### src/rtl/phy_pkg.sv
// Shared constants and state type for the PHY transmit multiplexer.
package phy_pkg;

    // Comma symbol placed in every header slot.
    localparam logic [7:0] COM  = 8'hBC;
    // Filler symbol sent in a lane slot whose FIFO was empty at load time.
    localparam logic [7:0] IDLE = 8'h7C;

    typedef enum logic [1:0] {
        ST_OFF  = 2'd0,
        ST_HDR  = 2'd1,
        ST_LANE = 2'd2
    } state_t;

endpackage

### src/rtl/phy_lane_fifo.sv
// Per-lane word FIFO. The head word is visible combinationally so the
// serializer can load it on the same edge it pops.
module phy_lane_fifo #(
    parameter int DATA_W     = 8,
    parameter int FIFO_DEPTH = 4
) (
    input  logic              clk16,
    input  logic              reset,
    input  logic              push,
    input  logic [DATA_W-1:0] push_data,
    input  logic              pop,
    output logic [DATA_W-1:0] head_data,
    output logic              empty,
    output logic              full
);

    localparam int PTR_W = $clog2(FIFO_DEPTH);
    localparam int CNT_W = PTR_W + 1;
    localparam logic [CNT_W-1:0] CNT_FULL = CNT_W'(FIFO_DEPTH);

    logic [DATA_W-1:0] mem_q [FIFO_DEPTH];
    logic [DATA_W-1:0] mem_d [FIFO_DEPTH];
    logic [PTR_W-1:0]  wr_ptr_q, wr_ptr_d;
    logic [PTR_W-1:0]  rd_ptr_q, rd_ptr_d;
    logic [CNT_W-1:0]  count_q, count_d;
    logic              do_push;
    logic              do_pop;

    assign empty     = (count_q == '0);
    assign full      = (count_q == CNT_FULL);
    assign do_push   = push && !full;
    assign do_pop    = pop && !empty;
    assign head_data = mem_q[rd_ptr_q];

    // Next-state for storage, pointers (wrap naturally, depth is a power of two) and occupancy.
    always_comb begin
        mem_d    = mem_q;
        wr_ptr_d = wr_ptr_q;
        rd_ptr_d = rd_ptr_q;
        count_d  = count_q;
        if (do_push) begin
            mem_d[wr_ptr_q] = push_data;
            wr_ptr_d        = wr_ptr_q + 1'b1;
        end
        if (do_pop) begin
            rd_ptr_d = rd_ptr_q + 1'b1;
        end
        case ({do_push, do_pop})
            2'b10:   count_d = count_q + 1'b1;
            2'b01:   count_d = count_q - 1'b1;
            default: count_d = count_q;
        endcase
    end

    // Register FIFO state; reset empties the FIFO.
    always_ff @(posedge clk16 or posedge reset) begin
        if (reset) begin
            for (int k = 0; k < FIFO_DEPTH; k++) begin
                mem_q[k] <= '0;
            end
            wr_ptr_q <= '0;
            rd_ptr_q <= '0;
            count_q  <= '0;
        end else begin
            mem_q    <= mem_d;
            wr_ptr_q <= wr_ptr_d;
            rd_ptr_q <= rd_ptr_d;
            count_q  <= count_d;
        end
    end

endmodule

### src/rtl/phy_tx_mux.sv
// Multi-lane PHY transmit multiplexer: serializes a header slot followed by
// one slot per lane, MSB first, one bit per clk16 edge.
// Optional build macro PHY_TX_PARITY_EN appends an even-parity bit to each slot.
//
// state   | meaning
// --------+-----------------------------------------------
// ST_OFF  | idle, ser_out held low, no FIFO pops
// ST_HDR  | shifting the header slot {0, COM}
// ST_LANE | shifting a lane slot {1, word} or {0, IDLE}
module phy_tx_mux
    import phy_pkg::*;
#(
    parameter int NUM_LANES  = 4,
    parameter int DATA_W     = 8,
    parameter int FIFO_DEPTH = 4
) (
    input  logic                        clk16,
    input  logic                        reset,
    input  logic                        tx_en,
    input  logic [NUM_LANES-1:0]        in_valid,
    input  logic [NUM_LANES*DATA_W-1:0] in_data,
    output logic [NUM_LANES-1:0]        in_ready,
    output logic                        ser_out,
    output logic                        frame_start
);

`ifdef PHY_TX_PARITY_EN
    localparam int SLOT_LEN = DATA_W + 2;
`else
    localparam int SLOT_LEN = DATA_W + 1;
`endif
    localparam int BIT_W      = $clog2(SLOT_LEN);
    localparam int SLOT_CNT_W = $clog2(NUM_LANES + 1);

    localparam logic [BIT_W-1:0]      BIT_LAST  = BIT_W'(SLOT_LEN - 1);
    localparam logic [SLOT_CNT_W-1:0] SLOT_LAST = SLOT_CNT_W'(NUM_LANES);
    localparam logic [DATA_W-1:0]     COM_W     = DATA_W'(COM);
    localparam logic [DATA_W-1:0]     IDLE_W    = DATA_W'(IDLE);

    state_t                  state_q, state_d;
    logic [BIT_W-1:0]        bit_q, bit_d;
    logic [SLOT_CNT_W-1:0]   slot_q, slot_d;
    logic [SLOT_LEN-1:0]     shift_q, shift_d;
    logic                    frame_start_q, frame_start_d;

    logic                    load;
    logic [SLOT_CNT_W-1:0]   next_slot;
    logic [DATA_W:0]         slot_word;

    logic [NUM_LANES-1:0]    fifo_pop;
    logic [NUM_LANES-1:0]    fifo_empty;
    logic [NUM_LANES-1:0]    fifo_full;
    logic [DATA_W-1:0]       fifo_head [NUM_LANES];

    genvar g;
    generate
        for (g = 0; g < NUM_LANES; g++) begin : g_lane
            phy_lane_fifo #(
                .DATA_W     (DATA_W),
                .FIFO_DEPTH (FIFO_DEPTH)
            ) u_fifo (
                .clk16     (clk16),
                .reset     (reset),
                .push      (in_valid[g]),
                .push_data (in_data[g*DATA_W +: DATA_W]),
                .pop       (fifo_pop[g]),
                .head_data (fifo_head[g]),
                .empty     (fifo_empty[g]),
                .full      (fifo_full[g])
            );
        end
    endgenerate

    assign in_ready    = ~fifo_full;
    assign ser_out     = shift_q[SLOT_LEN-1];
    assign frame_start = frame_start_q;

    // Sequencing: decide when a new slot loads, which slot it is, and pop its lane FIFO.
    always_comb begin
        state_d       = state_q;
        bit_d         = bit_q;
        slot_d        = slot_q;
        shift_d       = {shift_q[SLOT_LEN-2:0], 1'b0};
        frame_start_d = 1'b0;
        fifo_pop      = '0;
        load          = 1'b0;
        next_slot     = '0;
        slot_word     = '0;

        case (state_q)
            ST_OFF: begin
                shift_d = '0;
                if (tx_en) begin
                    load = 1'b1;
                end
            end
            default: begin
                if (bit_q == BIT_LAST) begin
                    if (slot_q == SLOT_LAST) begin
                        if (tx_en) begin
                            load = 1'b1;
                        end else begin
                            state_d = ST_OFF;
                            bit_d   = '0;
                            slot_d  = '0;
                            shift_d = '0;
                        end
                    end else begin
                        load      = 1'b1;
                        next_slot = slot_q + 1'b1;
                    end
                end else begin
                    bit_d = bit_q + 1'b1;
                end
            end
        endcase

        if (load) begin
            bit_d  = '0;
            slot_d = next_slot;
            if (next_slot == '0) begin
                state_d       = ST_HDR;
                slot_word     = {1'b0, COM_W};
                frame_start_d = 1'b1;
            end else begin
                state_d   = ST_LANE;
                slot_word = {1'b0, IDLE_W};
                for (int i = 0; i < NUM_LANES; i++) begin
                    if (next_slot == SLOT_CNT_W'(i + 1) && !fifo_empty[i]) begin
                        fifo_pop[i] = 1'b1;
                        slot_word   = {1'b1, fifo_head[i]};
                    end
                end
            end
`ifdef PHY_TX_PARITY_EN
            shift_d = {slot_word, ^slot_word};
`else
            shift_d = slot_word;
`endif
        end
    end

    // Single state register for the FSM, counters and registered outputs.
    always_ff @(posedge clk16 or posedge reset) begin
        if (reset) begin
            state_q       <= ST_OFF;
            bit_q         <= '0;
            slot_q        <= '0;
            shift_q       <= '0;
            frame_start_q <= 1'b0;
        end else begin
            state_q       <= state_d;
            bit_q         <= bit_d;
            slot_q        <= slot_d;
            shift_q       <= shift_d;
            frame_start_q <= frame_start_d;
        end
    end

endmodule
### config.mk
export PLATFORM = sky130hd
export DESIGN_NAME = phy_tx_mux
export DESIGN_NICKNAME = d
export VERILOG_FILES = /design/src/rtl/phy_pkg.sv /design/src/rtl/phy_lane_fifo.sv /design/src/rtl/phy_tx_mux.sv
export SDC_FILE = /design/constraint.sdc
export NUM_CORES = 1
export LEC_CHECK = 0
export CORE_ASPECT_RATIO = 1.25
export CORE_MARGIN = 2
export CORE_UTILIZATION = 50
export CTS_BUF_LIST = sky130_fd_sc_hd__clkbuf_2
export CTS_CLUSTER_DIAMETER = 200
export CTS_CLUSTER_SIZE = 12
export DETAILED_ROUTE_END_ITERATION = 6
export GPL_TIMING_DRIVEN = 0
export PLACE_DENSITY = 0.8
export SLEW_MARGIN = 15
export SYNTH_ARGS = -nofsm -noshare
export SYNTH_HDL_FRONTEND = slang
export SYNTH_SLANG_ARGS = --single-unit
### constraint.sdc
create_clock -name clk16 -period 5.2 [get_ports clk16]
set_input_delay 0.52 -clock clk16 [delete_from_list [all_inputs] [get_ports clk16]]
set_output_delay 0.52 -clock clk16 [all_outputs]
set_load 0.005 [all_outputs]
# Word-level counts from Yosys, hierarchy flattened
# Cells that the tools add are included.
# totals
regBits	175
inputBits	39
out_inout_bits	6
wordCells	201
# op_classes
n_addsub	18
order_cmp	12
n_eq_ne	22
mux	69
bitwise	9
reduce_logical	38
# op_table
op	count
$bwmux 32	4
$mux 8	12
$mux 9	10
$bmux 8 s2	4
$demux 8 s2	4
$mux 4	7
$ge 3x3->1 const B	8
$mux 3	8
$not 2->3	8
$pmux 3 s2	4
$eq 3x3->1 const B	6
$add 2x1->2 const B	8
$logic_and 1x1->1	16
$add 3x1->3 const B	5
$logic_not 3->1	5
$lt 3x1->1 const B	4
$mux 2	6
$reduce_bool 2->1	6
$sub 3x1->3 const B	4
$mux 1	10
$eq 2x1->1 const B	4
$eq 2x2->1 const B	4
$logic_not 1->1	8
$eq 3x2->1 const B	2
other kinds (11)	11

# Longest topological paths before layout
# Gate-level depths: netlist of run 1.
# depth
depth_word	12
mapped_depth	12
depth_no_buf	12

# Modules after synthesis
# From an unflattened synthesis of run 1, not the netlist that was laid out.
# unflattened
cells_unflattened	600
area_unflattened_um2	8414.3
# modules_own_cells
module	instances	cells_each	area_each_um2	seq_area_each_um2
phy_lane_fifo	4	115	1788.0	975.9
phy_tx_mux	1	140	1262.5	475.5

# Worst setup path after synthesis of run 1
# Ideal clock, no wire load.
# synth_path
path_type	register to register
from	register slot_q[0]
to	register g_lane[0].u_fifo.count_q[2]
setup_ps	79
arrival_ps	2725
required_ps	5121
path_slack_ps	2395
path_stages_with_launch	12
path_buffers	1
synth_period_minus_slack_ps	2805
path_cell_list	dfrtp_1 inv_1 ha_1 clkbuf_1 or3_4 nor2_1 ha_1 inv_1 fa_1 xor2_1 nor2_1 xor2_1
# synth_via
elab_chain_cells	12
word_cells_on_any_way	19
classes_between	1 x add/sub; 4 x eq/ne; 10 x mux; 4 x reduce/logical
# synth_lines
item	line_no	text
start: declaration	phy_tx_mux.sv:42	logic [SLOT_CNT_W-1:0] slot_q, slot_d;
start signal: assignment	phy_tx_mux.sv:154	slot_q <= slot_d;
$add 3x1->3 or $eq 3x3->1 (tied branches)	phy_tx_mux.sv:110, phy_tx_mux.sv:99	
$mux 3	phy_tx_mux.sv:99	if (slot_q == SLOT_LAST) begin
$mux 3	phy_tx_mux.sv:98	if (bit_q == BIT_LAST) begin
$mux 3	phy_tx_mux.sv:90	case (state_q)
$eq 3x1->1	phy_tx_mux.sv:129	if (next_slot == SLOT_CNT_W'(i + 1) && !fifo_empty[i]) begin
$logic_and 1x1->1	phy_tx_mux.sv:129	
$mux 1	phy_tx_mux.sv:129	
$mux 4	phy_tx_mux.sv:121	if (next_slot == '0) begin
$mux 4 (*)	phy_tx_mux.sv:118	if (load) begin
$logic_and 1x1->1 (*)	phy_lane_fifo.sv:32	assign do_pop = pop && !empty;
named net g_lane[0].u_fifo.do_pop	phy_lane_fifo.sv:27	logic do_pop;
$eq 2x1->1 or $eq 2x2->1 (tied branches)	phy_lane_fifo.sv:48	case ({do_push, do_pop})
$pmux 3 s2 or $reduce_bool 2->1 (tied branches)	--	
end signal: assignment	phy_lane_fifo.sv:68	count_q <= count_d;
end: declaration	phy_lane_fifo.sv:25	logic [CNT_W-1:0] count_q, count_d;
# The timed path passes the listed nets; every way through them passes the cells marked *.
# A chain may end at the register's enable or synchronous reset.

# Worst setup path in the final report of run 1
# Same ends and word-level chain as after synthesis.

==> results of run 1 <==
==> cell type report <==
cell class	count	area (um^2)	area share (%)
Multi-Input combinational cell	379	3710	39.7
Timing Repair Buffer	49	541	5.78
Sequential cell	175	4380	46.8
Antenna cell	1	2.50	0.0268
Clock buffer	18	90.1	0.964
Clock inverter	14	144	1.54
Buffer	18	88.8	0.950
Tap cell	216	270	2.89
Inverter	31	120	1.28
==> state kept, by name, summed over array words and instances, names as in the netlist <==
name	count
bit_q	4
frame_start	1
g_lane.u_fifo.count_q	12
g_lane.u_fifo.mem_q	128
g_lane.u_fifo.rd_ptr_q	8
g_lane.u_fifo.wr_ptr_q	8
shift_q	9
slot_q	3
state_q	2
==> layer usage <==
layer | track usage (%) | part of all wire (%) | vias to the layer above
li1 | - | - | 2305
met1 | 25.1 | 41 | 2605
met2 | 36.5 | 54 | 103
met3 | 3.74 | 2.5 | 26
met4 | 7.14 | 1.9 | 0
met5 | 0 | 0 | -
==> cell usage after synthesis, types with 8 or more instances <==
cell type,instances
nand3_1,8
nor2_1,16
ha_1,24
xor2_1,12
mux2_2,128
nand2_1,45
xnor2_1,13
o21ai_0,19
dfrtp_1,175
inv_1,31
mux4_2,32
nor3_1,18
buf_2,11
==> power groups by stage <==
stage | logic, mW | clock network [mW] | registers, mW
floorplan | 1.30 | 0 | 2.24
global placement | 1.58 | 0 | 2.29
detailed placement | 1.69 | 0 | 2.36
CTS | 1.70 | 0.709 | 2.32
global route | 1.82 | 0.765 | 2.41
finish | 1.68 | 0.693 | 2.33
==> path summary, 6_finish.rpt <==
kind | from | end
min in group clk16 | in_data[11] | g_lane[1].u_fifo.mem_q[3]
worst min register to register | shift_q[5] | shift_q[6]
worst max-delay path | slot_q[0] | g_lane[0].u_fifo.count_q[2]
worst max register to register | slot_q[0] | g_lane[0].u_fifo.count_q[2]
max in group asynchronous | reset | g_lane[2].u_fifo.mem_q[31]
worst min-delay path | reset | g_lane[1].u_fifo.mem_q[5]
==> kinds of logic after synthesis <==
kind of cell               Yosys count  synth area share, %
muxes                              163                 26.4
adders and majority gates           28                 4.58
DFF                                175                 52.8
xor gates and xnor gates            25                 2.64
buffers and inverters               49                 2.47
AOI/OAI and AO/OA                   47                 4.07
and+or+nand+nor                    116                 7.04
==> through the flow <==
stage | area (um^2) | hold WS [ns]
2_1_floorplan | 8300 | 0.424
3_3_place_gp | 9010 | 0.447
3_5_place_dp | 9110 | 0.456
4_1_cts | 9350 | 0.0548
5_1_grt | 9350 | 0.0386
6_report | 9350 | 0.0917
==> reports/results.tsv, run 1 <==
stage	metric	value	unit
timing	final setup margin	1.87	ns
drt	Via density	5.59	
setup_path	Critical Path RT	5.90	ns
pwr	Pwr Total	4.70	mW
place	PortBufs	44	
setup_path	Worst Path Max Fanout	10	
timing	Tcrit/Tclk final	64.0	%
pwr	clock power share	14.8	%
drt	DRC	0	
clock_network	Clock transition at path regs	0.24	ns
worst_hold_path	worst min-delay path class	in2async	
synthesis	register area share after synthesis	52.8	%
synthesis	EDFF count, synth	0	
pwr	switching share of total power	32.0	%
final_layout	Area Growth Syn to Fin	12.7	%
synthesis	Syn Nets	670	
timing	Slew Viols, Final	0	
clock_network	Sink Count	175	
timing	clock period minus worst slack	3.33	ns
synthesis	Cell variety after synth	42	
final_layout	layout cell share with drive strength beyond 1	31.6	%
synthesis	Syn Area/Cell	13.8	um^2
die	Chip Height	148	um
timing	measured slew at the worst slew-check pin	0.674	ns
grt	first-pass GRT wire length	28.1	mm
setup_path	cells on worst reg2reg path	11	
setup_path	critical path cell sequence	inv_1 -> ha_1 -> clkbuf_1 -> or3_4 -> nor2_1 -> ha_1 -> inv_1 -> fa_1 -> xor2_1 -> nor2_1 -> xor2_1	
synthesis	Yosys warnings	0	
die	io pins	45	
timing	Fin Clk Skew	0.0286	ns
clock_network	CTS root buffer	clkbuf_2	
final_layout	Final #Nets	738	
timing	# setup viols final	0	
pwr	sequential share of power	49.6	%
drt	Final Routed Wirelength	16.9	mm
timing	setup_tns	0	ns
synthesis	Synth Register Bits	175	
setup_path	Crit path largest cell delay	0.56	ns
pwr	Int Pwr	3.19	mW
setup_path	family with the most delay on the worst path	adder cells	
clock_network	Hold-fix buffers, CTS	0	
die	starting density of the core	51.2	%
setup_path	Worst Path Arrival	4.03	ns
final_layout	most frequent cells in the layout	dfrtp_1 (175), mux2_2 (128), nand2_1 (45)	
pwr	Pwr Density	502	nW/um^2
synthesis	cells taking the most area after synthesis	dfrtp_1 (53%), mux2_2 (17%), mux4_2 (8.7%), ha_1 (3.6%), nand2_1 (2.0%)	
drt	DRT iter0 DRCs	217	
die	die span in x	119	um
grt	initial antenna violation count	1	
synthesis	post-synth top area cell	dfrtp_1	
place	Place WS	1.96	ns
pwr	worst vdd ir	218	uV
synthesis	share of synthesized registers carrying an async set or reset	100	%
setup_path	WP depth	11	
synthesis	Post-Synthesis Cells	603	
clock_network	Post-CTS Setup Inserts	0	
grt	largest net degree at the start of global routing	39	
clock_network	clk buf depth	2	
grt	vias in the first global route	5478	
synthesis	Mapped Area	8300	um^2
clock_network	cts bufs inserted	17	
final_layout	Finished Layout Cells	901	
place	GP Congestion	0.876	
timing	RSZ-0062 raised after global routing	no	
pwr	Net Switching	1.50	mW
drt	final antenna-violating net count	0	
timing	Max Freq	300	MHz
die	Total Die Area	17600	um^2
place	Cells after DPL	868	
clock_network	H-tree Lvls	4	
die	# rows	52	
grt	total gr overflow	0	
synthesis	Yosys top cell area share	52.8	%
pwr	Comb power frac	35.7	%
drt	vias	5039	
drt	number of detailed-route iterations in the first pass	4	
pwr	leak pwr	3.99	nW
die	core area	16200	um^2
timing	Final Hold Fails	0	
final_layout	commonest non-fill, non-tap cell in the layout	dfrtp_1	
final_layout	post-layout util	57.7	%
setup_path	crit start category	register	
setup_path	WS Path Type	reg2reg	
status	status	finished, final reports clean	
drt	drt wl/cell	18.7	um
clock_network	CTS tree	built	
grt	Tot GR Track Use	20.5	%
setup_path	CP max stage cell	dfrtp_1	
flow_run	max cap viols	0	
clock_network	cts repair resizes	0	
timing	Slew HR	55.1	%
setup_path	r2r setup slk	1.87	ns
clock_network	clk_lat worst skew	0.76	ns
setup_path	Crit. End Element	register	
setup_path	CP bufs+invs	3	
synthesis	Top FF cell, synth	dfrtp_1	
place	hpwl dp	12.4	mm
final_layout	FILL cells	1246	
Note: power is estimated with default switching activity, not from simulation.
==> inputs of run 2 (changes only) <==
PLACE_DENSITY = 0.77   (was 0.8)
clock period = 3.2 ns   (was 5.2 ns; I/O delays follow)
==> reports/results.tsv, run 2 (same netlist as run 1, synthesis figures left out) <==
stage	metric	value	unit	change
setup_path	r2r setup slk	0.19	ns	-1.68 ns
clock_network	Post-CTS Setup Inserts	0		unchanged
die	core area	16200	um^2	unchanged
pwr	leak pwr	3.99	nW	about the same
final_layout	Largest regs	g_lane.u_fifo.mem_q x128, g_lane.u_fifo.count_q x12, shift_q x9		
grt	vias in the first global route	5373		-1.9%
worst_hold_path	Worst Hold End	g_lane[2].u_fifo.mem_q[6]		
final_layout	layout cell share with drive strength beyond 1	31.8	%	+0.19 points
grt	largest net degree at the start of global routing	40		+2.6%
drt	final antenna-violating net count	0		unchanged
setup_path	cells on worst reg2reg path	11		unchanged
timing	Slew HR	44.2	%	-11 points
timing	Max Freq	333	MHz	+11%
clock_network	Clock transition at path regs	0.23	ns	about the same
die	Chip Height	148	um	unchanged
place	PortBufs	44		unchanged
timing	clock period minus worst slack	3.01	ns	-0.322 ns
worst_hold_path	hold wc startpoint	in_data[22]		
pwr	Pwr Density	812	nW/um^2	+62%
place	GP Congestion	0.848		-3.2%
pwr	Pwr Total	7.56	mW	+61%
die	# rows	52		unchanged
timing	Slew Viols, Final	0		unchanged
die	Total Die Area	17600	um^2	unchanged
final_layout	post-route cell area	9320	um^2	-0.31%
pwr	sequential share of power	50.1	%	+0.5 points
clock_network	H-tree Lvls	4		unchanged
grt	Tot GR Track Use	20.2	%	-0.31 points
timing	worst hold margin	0.226	ns	+0.134 ns
timing	Fin Clk Skew	0.0204	ns	-0.00823 ns
drt	vias	5026		-0.26%
final_layout	Largest Register	g_lane.u_fifo.mem_q		
setup_path	crit start category	register		
timing	RSZ-0062 raised after global routing	no		
grt	first-pass GRT wire length	27.3	mm	-2.8%
clock_network	Sink Count	175		unchanged
clock_network	clk_lat worst skew	0.76	ns	about the same
setup_path	Crit. End Element	register		
pwr	worst vdd ir	421	uV	+93%
final_layout	Area Growth Syn to Fin	12.3	%	
final_layout	most frequent cells in the layout	dfrtp_1 (174), mux2_2 (128), nand2_1 (45)		
setup_path	Worst Path Max Fanout	9		-1
drt	drt wl/cell	18.3	um	-2.5%
worst_hold_path	worst min-delay path class	in2reg		
timing	# setup viols final	0		unchanged
pwr	clock power share	14.2	%	-0.6 points
place	Placed Area	9090	um^2	-0.22%
pwr	Net Switching	2.40	mW	+59%
drt	Final Routed Wirelength	16.4	mm	-2.6%
place	hpwl dp	12.0	mm	-3.3%
drt	Via density	5.58		-0.15%
timing	Final Hold Fails	0		unchanged
clock_network	CTS root buffer	clkbuf_2		
drt	DRT iter0 DRCs	259		+19%
timing	measured slew at the worst slew-check pin	0.835	ns	+0.161 ns
die	io pins	45		unchanged
pwr	switching share of total power	31.7	%	-0.35 points
timing	Tcrit/Tclk final	94.0	%	+30 points
clock_network	CTS tree	built		
flow_run	max cap viols	0		unchanged
grt	initial antenna violation count	1		unchanged
setup_path	Worst Path Arrival	3.70	ns	-0.33 ns
clock_network	cts bufs inserted	17		unchanged
die	starting density of the core	51.2	%	unchanged
final_layout	max reg flops	128		unchanged
pwr	Comb power frac	35.8	%	about the same
setup_path	Critical Path RT	3.89	ns	-2.01 ns
setup_path	Reg-to-Reg Start	slot_q[0]		
final_layout	post-layout util	57.5	%	-0.18 points
die	die span in x	119	um	unchanged
grt	total gr overflow	0		unchanged
final_layout	commonest non-fill, non-tap cell in the layout	dfrtp_1		
worst_hold_path	Hold Crit Depth	2		
final_layout	Final #Nets	737		-0.14%
pwr	Int Pwr	5.17	mW	+62%
setup_path	WS Path Type	reg2reg		
status	status	finished, final reports clean		
drt	number of detailed-route iterations in the first pass	4		unchanged
clock_network	clk buf depth	2		unchanged
setup_path	FF-to-FF End	g_lane[0].u_fifo.count_q[2]		
drt	DRC	0		unchanged
-- run 2: cell types whose count changed in the layout (fill, tap and decap cells not counted) --
cell,delta
clkinv_2,+6
clkinvlp_4,-3
clkinv_4,-2
buf_12,-1
clkbuf_1,-1
dfrtp_1,-1
dfrtp_2,+1
dlygate4sd3_1,+1
inv_6,-1
nor2_1,-1
nor2_2,+1
-- run 2: what timing repair did --
action,CTS,global route
resized for setup,1,1
hold endpoints to repair,9,0
pin swaps,0,0
hold buffers,1,0
setup endpoints to repair,1,5
-- run 2: worst max-delay path by stage --
stage	slack (ns)	startpoint	depth (start not counted)	end
global placement	-0.50	reset	2	g_lane[2].u_fifo.mem_q[30]
CTS	0.04	slot_q[0]	12	g_lane[2].u_fifo.count_q[2]
floorplan	0.40	slot_q[0]	11	g_lane[0].u_fifo.count_q[2]
global route	0.02	slot_q[0]	11	g_lane[2].u_fifo.count_q[2]
finish	0.19	slot_q[0]	11	g_lane[0].u_fifo.count_q[2]
detailed placement	-0.07	slot_q[0]	11	g_lane[0].u_fifo.count_q[2]
-- run 2: power by group through the flow --
stage,Combinational (mW),Sequential (mW),Clock [mW]
after floorplan,2.11,3.64,0
after global placement,2.58,3.72,0
after detailed placement,2.74,3.84,0
after CTS,2.76,3.78,1.11
after global routing,2.96,3.91,1.20
final,2.71,3.79,1.07
-- run 2: layout make-up --
| cell class | count | area [um^2] |
|---|---|---|
| buffer | 17 | 85.1 |
| clock buffer | 18 | 90.1 |
| sequential | 175 | 4380 |
| clock inverter | 14 | 125 |
| timing repair buffer | 49 | 531 |
| tap | 216 | 270 |
| multi-input combinational | 379 | 3720 |
| inverter | 31 | 120 |
| antenna | 1 | 2.50 |
| fill | 1254 | 6880 |
-- run 2: per-stage QoR --
step / setup TNS, ns / std cells / setup slack [ns]
after global placement: -85.31 / 863 / -0.501
final: 0 / 900 / 0.193
after global routing: 0 / 900 / 0.0212
after detailed placement: -0.0660 / 867 / -0.0660
after CTS: 0 / 900 / 0.0385
after floorplan: 0 / 603 / 0.395
-- run 2: per-layer routing --
layer	GRT usage (%)	wire, um
met1	25.3	7050
met2	34.3	8510
met3	4.05	551
met4	8.39	322
met5	0	0
-- run 2: worst max-delay path: stages (launching register included) --
cell      delay [ns]
dfrtp_2         0.49
inv_1           0.06
ha_1            0.26
and4bb_1        0.45
o32ai_4         0.20
nor2_2          0.32
ha_1            0.24
inv_1           0.07
fa_1            0.43
xor2_1          0.15
nor2_1          0.11
xor2_1          0.16
